File: config.mk
export PLATFORM = sky130hd
export DESIGN_NAME = bcd_modn_counter_flat
export DESIGN_NICKNAME = d
export VERILOG_FILES = /design/src/rtl/bcd_pkg.sv /design/src/rtl/bcd_modn_counter_if.sv /design/src/rtl/bcd_digit.sv /design/src/rtl/bcd_modn_counter.sv /design/src/flat_wrapper.sv
export SDC_FILE = /design/constraint.sdc
export NUM_CORES = 1
export LEC_CHECK = 0
export BUFFER_PORTS_ARGS = -buffer_cell sky130_fd_sc_hd__buf_2
export CAP_MARGIN = 20
export CORE_ASPECT_RATIO = 1.1
export CORE_MARGIN = 2
export CORE_UTILIZATION = 54
export CTS_CLUSTER_DIAMETER = 60
export DETAILED_ROUTE_END_ITERATION = 16
export PLACE_DENSITY = 0.9
export SLEW_MARGIN = 20
export SYNTH_ARGS = -nofsm -noshare
export SYNTH_HDL_FRONTEND = slang
export SYNTH_SLANG_ARGS = --single-unit
File: constraint.sdc
create_clock -name clk -period 3.2 [get_ports clk]
set_clock_uncertainty 0.15 [all_clocks]
set_input_delay 0.64 -clock clk [delete_from_list [all_inputs] [get_ports clk]]
set_output_delay 0.64 -clock clk [all_outputs]
set_load 0.1 [all_outputs]
File: src/rtl/bcd_pkg.sv
// rtl/bcd_pkg.sv - shared BCD constants and conversion helpers
package bcd_pkg;

    localparam int BCD_W = 4;
    localparam logic [BCD_W-1:0] BCD_MAX = 4'd9;

    function automatic logic bcd_valid(input logic [BCD_W-1:0] nibble);
        return nibble <= BCD_MAX;
    endfunction

    // Vectors are carried as 16 bits (4 digits max); ndig selects how many count.
    function automatic int unsigned bcd_to_bin(input logic [15:0] vec, input int ndig);
        int unsigned acc;
        int unsigned weight;
        acc = 0;
        weight = 1;
        for (int i = 0; i < 4; i++) begin
            if (i < ndig) begin
                acc = acc + 32'(vec[4*i +: 4]) * weight;
                weight = weight * 10;
            end
        end
        return acc;
    endfunction

    function automatic logic [15:0] bin_to_bcd(input int unsigned value);
        logic [15:0] r;
        int unsigned v;
        v = value;
        r = '0;
        for (int i = 0; i < 4; i++) begin
            r[4*i +: 4] = 4'(v % 10);
            v = v / 10;
        end
        return r;
    endfunction

endpackage

File: src/rtl/bcd_modn_counter_if.sv
// rtl/bcd_modn_counter_if.sv - control and status bundle of the BCD modulo-N counter
interface bcd_modn_counter_if #(
    parameter int NDIG = 2
);
    logic                load;
    logic                en;
    logic                up;
    logic [4*NDIG-1:0]   d;
    logic [4*NDIG-1:0]   q;
    logic                tc;
    logic                co;
    logic                load_err;

    modport master (
        output load, en, up, d,
        input  q, tc, co, load_err
    );

    modport slave (
        input  load, en, up, d,
        output q, tc, co, load_err
    );
endinterface

File: src/rtl/bcd_digit.sv
// rtl/bcd_digit.sv - next-value logic for one BCD digit, counting up or down
module bcd_digit
    import bcd_pkg::*;
(
    input  logic [BCD_W-1:0] cur,
    input  logic             ci,
    input  logic             up,
    output logic [BCD_W-1:0] nxt,
    output logic             co_up,
    output logic             co_dn
);

    assign co_up = ci & (cur == BCD_MAX);
    assign co_dn = ci & (cur == '0);

    always_comb begin
        nxt = cur;
        if (ci) begin
            if (up) begin
                nxt = (cur >= BCD_MAX) ? '0 : cur + 4'd1;
            end else begin
                nxt = (cur == '0) ? BCD_MAX : cur - 4'd1;
            end
        end
    end

endmodule

File: src/rtl/bcd_modn_counter.sv
// rtl/bcd_modn_counter.sv - multi-digit BCD modulo-N up/down counter with validated load and cascade carry
module bcd_modn_counter
    import bcd_pkg::*;
#(
    parameter int NDIG    = 2,
    parameter int MODULUS = 60,
    parameter int WRAP    = 1
) (
    input  logic                  clk,
    input  logic                  clr_n,
    bcd_modn_counter_if.slave     bus
);

    localparam int          W         = BCD_W * NDIG;
    localparam int unsigned MOD_U     = MODULUS;
    localparam logic [15:0] TERM_FULL = bin_to_bcd(MOD_U - 1);
    localparam logic [W-1:0] TERM     = TERM_FULL[W-1:0];

    logic [W-1:0]    q_r;
    logic [W-1:0]    chain_nxt;
    logic [W-1:0]    nxt;
    logic            err_r;
    logic [NDIG:0]   ci;
    logic [NDIG-1:0] co_up;
    logic [NDIG-1:0] co_dn;

    // With ci[0] tied high, the down-borrow out of the top digit means q is all zeros.
    assign ci[0] = 1'b1;

    for (genvar g = 0; g < NDIG; g++) begin : g_digit
        bcd_digit u_digit (
            .cur   (q_r[g*BCD_W +: BCD_W]),
            .ci    (ci[g]),
            .up    (bus.up),
            .nxt   (chain_nxt[g*BCD_W +: BCD_W]),
            .co_up (co_up[g]),
            .co_dn (co_dn[g])
        );
        assign ci[g+1] = bus.up ? co_up[g] : co_dn[g];
    end

    logic at_top;
    logic tc;
    assign at_top = (q_r == TERM);
    assign tc     = bus.up ? at_top : ci[NDIG];

    logic [15:0]  d_ext;
    logic         d_nibbles_ok;
    logic         load_ok;

    always_comb begin
        d_ext = '0;
        d_ext[W-1:0] = bus.d;
        d_nibbles_ok = 1'b1;
        for (int i = 0; i < NDIG; i++) begin
            d_nibbles_ok = d_nibbles_ok & bcd_valid(bus.d[i*BCD_W +: BCD_W]);
        end
    end

    assign load_ok = d_nibbles_ok && (bcd_to_bin(d_ext, NDIG) < MOD_U);

    // Terminal override sits over the ripple chain so q stays inside 0..MODULUS-1.
    always_comb begin
        nxt = q_r;
        if (bus.load) begin
            if (load_ok) begin
                nxt = bus.d;
            end
        end else if (bus.en) begin
            if (tc) begin
                if (WRAP != 0) begin
                    nxt = bus.up ? '0 : TERM;
                end
            end else begin
                nxt = chain_nxt;
            end
        end
    end

    always_ff @(posedge clk) begin
        if (!clr_n) begin
            q_r   <= '0;
            err_r <= 1'b0;
        end else begin
            q_r <= nxt;
            if (bus.load) begin
                err_r <= ~load_ok;
            end
        end
    end

    assign bus.q        = q_r;
    assign bus.tc       = tc;
    assign bus.co       = bus.en & tc;
    assign bus.load_err = err_r;

endmodule

File: src/flat_wrapper.sv
// flat-port wrapper written by rule: the top's interface ports become plain ports
module bcd_modn_counter_flat import bcd_pkg::*;
#(
    parameter int NDIG    = 2,
    parameter int MODULUS = 60,
    parameter int WRAP    = 1
)
  (clk, clr_n, bus_load, bus_en, bus_up, bus_d, bus_q, bus_tc, bus_co, bus_load_err);
  bcd_modn_counter_if #(.NDIG(NDIG)) bus_i ();
  input  logic clk;
  input  logic clr_n;
  input wire logic [$bits(bus_i.load)-1:0] bus_load;
  input wire logic [$bits(bus_i.en)-1:0] bus_en;
  input wire logic [$bits(bus_i.up)-1:0] bus_up;
  input wire logic [$bits(bus_i.d)-1:0] bus_d;
  output wire logic [$bits(bus_i.q)-1:0] bus_q;
  output wire logic [$bits(bus_i.tc)-1:0] bus_tc;
  output wire logic [$bits(bus_i.co)-1:0] bus_co;
  output wire logic [$bits(bus_i.load_err)-1:0] bus_load_err;
  assign bus_i.load = bus_load;
  assign bus_i.en = bus_en;
  assign bus_i.up = bus_up;
  assign bus_i.d = bus_d;
  assign bus_q = bus_i.q;
  assign bus_tc = bus_i.tc;
  assign bus_co = bus_i.co;
  assign bus_load_err = bus_i.load_err;
  bcd_modn_counter #(.NDIG(NDIG), .MODULUS(MODULUS), .WRAP(WRAP)) u_core (.clk(clk), .clr_n(clr_n), .bus(bus_i));
endmodule
Yosys cells after proc, flatten, opt, wreduce, memory -nomap -nowiden
Cells that the tools add are included.

word-level totals
  register bits after elaboration = 9
  input bits = 13
  output and inout port bits = 11

cells by class
  equal/unequal tests = 3
  bitwise logic cells = 4
  muxes and demuxes = 14
  add/subtract/negate cells = 5
  $lt $le $gt $ge = 5
  reductions and logical operators = 7
  multipliers = 1

operator list
  cell                 number
  $add 4x32->32        1
  $lt 32x6->1 const B  1
  $mux 8               4
  $mux 4               7
  $add 4x1->4 const B  2
  $eq 8x7->1 const B   1
  $ge 4x4->1 const B   2
  $le 4x4->1 const B   2
  $logic_not 4->1      2
  $sub 4x1->4 const B  2
  $mul 4x3->7 const B  1
  $mux 7               1
  $eq 4x4->1 const B   1
  $and 1x1->1          3
  $reduce_and 3->1     1
  $reduce_bool 3->1    1
  $mux 1               2
  $ne 2x1->1 const B   1
  $reduce_and 2->1     1
  $reduce_bool 2->1    1
  $logic_and 1x1->1    1
  $not 1->1            1

Longest topological paths before layout
  word-level depth = 7
  mapped depth = 9

Hierarchy
From an unflattened synthesis, not the netlist that was laid out.

second synthesis, totals
  cells, all modules = 162
  area total of the unflattened synthesis = 1285.0 µm²

modules (own cells, without submodules)
  module            instances  area each (µm²)  cells each  seq. area each (µm²)
  bcd_modn_counter  1          799.5            92          180.2
  bcd_digit         2          242.7            35          0.0

Worst setup path before layout
Ideal clock, no wire load.

  path kind = reg2out
  start point = reg u_core.q_r[0] (netlist: u_core.bus.q[0])
  end point = out bus_co
  slack = -1.114 ns
  arrival time = 3.524 ns
  stages on the path, launching flop included = 6
  path buffers = 0
  cells stage by stage = dfxtp_1 > ha_1 > and4b_1 > nand3_1 > a21oi_2 > and2_1

on the way
  word-level cells in the longest chain between the ends = 5
  elaborated cells on any way between the ends = 7
  classes of those cells = 2 x eq/ne; 2 x mux; 2 x bitwise; 1 x reduce/logical

ends and longest elaborated chain
  item                                                  RTL line                          source
  from (decl)                                           bcd_modn_counter.sv:19            logic [W-1:0] q_r;
  from (signal assigned)                                bcd_modn_counter.sv:85            q_r <= nxt;
  $eq 4x4->1 / $logic_not 4->1 (equally long branches)  bcd_digit.sv:13, bcd_digit.sv:14
  $mux 1                                                bcd_modn_counter.sv:39            assign ci[g+1] = bus.up ? co_up[g] : co_dn[g];
  $and 1x1->1                                           bcd_digit.sv:14                   assign co_dn = ci & (cur == '0);
  $mux 1 *                                              bcd_modn_counter.sv:45            assign tc = bus.up ? at_top : ci[NDIG];
  named net bus_tc                                      flat_wrapper.sv:17                output wire logic [$bits(bus_i.tc)-1:0] bus_tc;
  $and 1x1->1 *                                         bcd_modn_counter.sv:94            assign bus.co = bus.en & tc;
  to (decl)                                             flat_wrapper.sv:18                output wire logic [$bits(bus_i.co)-1:0] bus_co;

Mark *: on every way through the listed nets, which the timed path passes. The rest lies on a longest branch.

Worst setup path in the final report
  start point = reg u_core.q_r[1] (netlist: u_core.bus.q[1])
  end point = out bus_co

on the way
  word-level cells in the longest chain between the ends = 5
  elaborated cells on any way between the ends = 7
  classes of those cells = 2 x eq/ne; 2 x mux; 2 x bitwise; 1 x reduce/logical

ends and longest elaborated chain
  item                                                  RTL line
  $eq 4x4->1 / $logic_not 4->1 (equally long branches)  bcd_digit.sv:13, bcd_digit.sv:14
  $mux 1                                                bcd_modn_counter.sv:39
  $and 1x1->1                                           bcd_digit.sv:14
  $mux 1 *                                              bcd_modn_counter.sv:45
  $and 1x1->1 *                                         bcd_modn_counter.sv:94

Mark *: on every way between the ends. The rest lies on a longest branch, timed or not.

==> flow_summary.json <==
{
  "post-cts-setup-buffer-count": 0,
  "die-area_sq_mm": 0.00250,
  "slew_headroom_pct": 67.9,
  "gp_congestion": 0.907,
  "startpoint": "u_core.bus.q[1]",
  "grt_max_degree": 17,
  "synth_edf_count": 0,
  "synth_flop_cell": "dfxtp_1",
  "routed_wl_um": 2770,
  "cp_top_family": "simple AND/OR/NAND/NOR gates",
  "cellPowerDensity_mw_per_mm2": 396,
  "io_buffers": 23,
  "startpoint_type": "flop",
  "grt_pass1_vias": 1141,
  "hpwlAfterDp_um": 2200,
  "avgViaCountPerCell": 6.07,
  "synth_cell_type_count": 43,
  "synth_area_sq_mm": 0.00114,
  "max_freq_mhz": 338,
  "hold_start": "u_core.bus.q[5]",
  "synthArstFlopShare_pct": 0,
  "initial_utilization_pct": 57.2,
  "yosysTopAreaCell": "dfxtp_1",
  "post-route-util_pct": 67.7,
  "drtPass1Iterations": 5,
  "r2r-end": "u_core.bus.q[1]",
  "ant_nets": 0,
  "rsz0062_at_grt": "no",
  "finalCriticalPeriod_ns": 2.96,
  "cts_tree": "built",
  "clk_path_buf_depth": 2,
  "diodes": 0,
  "regToRegSetupSlack_ns": 1.00,
  "die_x_um": 47.9,
  "synth_top_area_share_pct": 15.8,
  "hp-class": "reg2reg",
  "maxSlewViolCount": 0,
  "routedWlPerCell_um": 14.0,
  "maxCapViolCount": 0,
  "rr_startpoint": "u_core.bus.q[1]",
  "path_max_fanout": 7,
  "placed_cells": 194,
  "required_ns": 2.41,
  "criticalPathCategory": "reg2out",
  "hold_end": "u_core.bus.q[5]",
  "clk_pin_slew_ns": 0.06,
  "stdcell_count": 198,
  "hold_viol": 0,
  "cts_hold_buf": 0,
  "rows": 17,
  "yosys_warnings": 0,
  "final_nets": 198,
  "path_buf_inv": 3,
  "antenna_found_initial": 0,
  "yosys-top-cells-area": "dfxtp_1, ha_1, mux2i_1",
  "worst_skew_pair.late_latency_ns": 0.26,
  "worst_pin_slew_ns": 0.485,
  "root_buffer": "clkbuf_4",
  "drt_iter0_drc": 49,
  "core_area_sq_mm": 0.00200,
  "cts.htree.levels": 1,
  "io_pins": 24,
  "dieHeight_um": 52.3,
  "area_growth_pct": 18.4,
  "ys_seq_elements": 9,
  "clkSinkCount": 9,
  "ctsResizeCount": 0,
  "finalSetupViolations": 0,
  "synth_nets": 175,
  "drive_above_1_share_pct": 27.1,
  "drc": 0,
  "p_total_mw": 0.537,
  "cts_buffers": 3,
  "slowest_stage": "nor4b_2",
  "grt_usage_pct": 26.7,
  "dr_total_vias": 1201,
  "slowest_delay_ns": 0.37,
  "cp.arrival_ns": 2.17,
  "worstRegToRegCells": 9,
  "outcome": "completed",
  "syn_inst": 148,
  "peakVddDrop_mv": 0.304,
  "hold_depth": 2,
  "cellLeakagePower_nw": 0.603,
  "grt_overflow_total": 0,
  "finalCritPeriodShare_pct": 92.4,
  "avgSynthCellArea_sq_um": 7.73,
  "grt_pass1_wl_um": 4870,
  "ys_seq_area_share_pct": 15.8,
  "end_kind": "output port",
  "crit_chain": "inv_1, ha_1, nor4b_2, nand2_1, a21oi_4, buf_4, and2_4, buf_12"
}
-- worst max-delay path by stage --
stage                       to  slack [ns]  cells past startpoint
2_1_floorplan           bus_co        0.06                      6
3_3_place_gp   u_core.bus.q[1]        0.11                     10
3_5_place_dp   u_core.bus.q[1]       -0.03                     10
4_1_cts        u_core.bus.q[7]        0.23                     10
5_1_grt        u_core.bus.q[7]        0.09                     10
6_report                bus_co        0.24                      8
-- synthesized netlist by cell type (3+ instances only) --
cell / instances
clkbuf_1: 6
nand2b_1: 3
o41ai_1: 3
inv_1: 12
nand2_1: 16
mux2i_1: 7
a31oi_1: 3
ha_1: 12
nor3_1: 5
a21oi_1: 8
nor2b_1: 3
nand3_1: 3
dfxtp_1: 9
nor2_1: 9
o211ai_1: 6
o21ai_0: 10
-- metrics by stage --
step	area, sq um	worst slack (ns)	hold WS, ns	setup TNS (ns)
2_1_floorplan	1170	0.0571	0.484	0
3_3_place_gp	1330	0.106	0.322	0
3_5_place_dp	1330	-0.0295	0.345	-0.143
4_1_cts	1350	0.234	0.354	0
5_1_grt	1350	0.0879	0.366	0
6_report	1350	0.243	0.352	0
-- report_power, final --
group | switching (mW) | internal, mW | leakage, nW
logic | 0.208 | 0.0964 | 0.510
clock network | 0.0409 | 0.0481 | 0.0150
registers | 0.0200 | 0.123 | 0.0779
total | 0.269 | 0.268 | 0.603
-- sequential cells by signal (all words and copies together), names as in the netlist --
name / count
u_core.bus.load_err: 1
u_core.bus.q: 8
-- worst register-to-register path: stages (launching register included) --
cell and delay [ns]:
dfxtp_4 0.36, inv_1 0.07, ha_1 0.26, nor4b_2 0.37
nand2_1 0.16, a21oi_4 0.17, buf_4 0.18, nand3b_1 0.13
o211ai_1 0.09, o311a_2 0.15
-- cell type report --
type                       count  area (sq um)
tap                           28          35.0
sequential                     9           199
multi-input combinational    120           903
inverter                      12          45.0
fill                         169           646
clock buffer                   4          26.3
timing repair buffer          25           145
-- cell families (layout without fill, tap and decap cells) --
group,count (synthesis),in the layout,synth area share (%)
compound gates,47,47,30.9
buf+inv,19,41,6.34
simple gates,49,49,21.8
fa+ha+maj,15,15,17.6
xor+xnor,2,2,1.53
mux,7,7,6.13
flops,9,9,15.8
-- cells in the final DEF, fill, tap and decap left out, drive strengths merged, types with 2 or more instances in the layout --
| cell | n |
|---|---|
| and3 | 2 |
| o22ai | 2 |
| nand3 | 3 |
| nor2b | 3 |
| o211ai | 6 |
| a31oi | 4 |
| buf | 25 |
| clkbuf | 4 |
| inv | 12 |
| o41ai | 3 |
| o21bai | 2 |
| dfxtp | 9 |
| fa | 2 |
| nor3 | 5 |
| nor2 | 10 |
| and2 | 2 |
| mux2i | 7 |
| a311oi | 2 |
| nand2b | 3 |
| ha | 12 |
| o21ai | 11 |
| nand2 | 16 |
| xor2 | 2 |
| a21oi | 9 |
-- layer usage --
layer  vias to the layer above  track usage, %  wire length [um]
met2                        47            44.9              1410
met4                         0            13.1                76
met5                         -               0                 0
met3                         8            1.38               122
met1                       561            33.3              1160
li1                        585               -                 -
No activity file was read; power rests on OpenSTA's default activity.
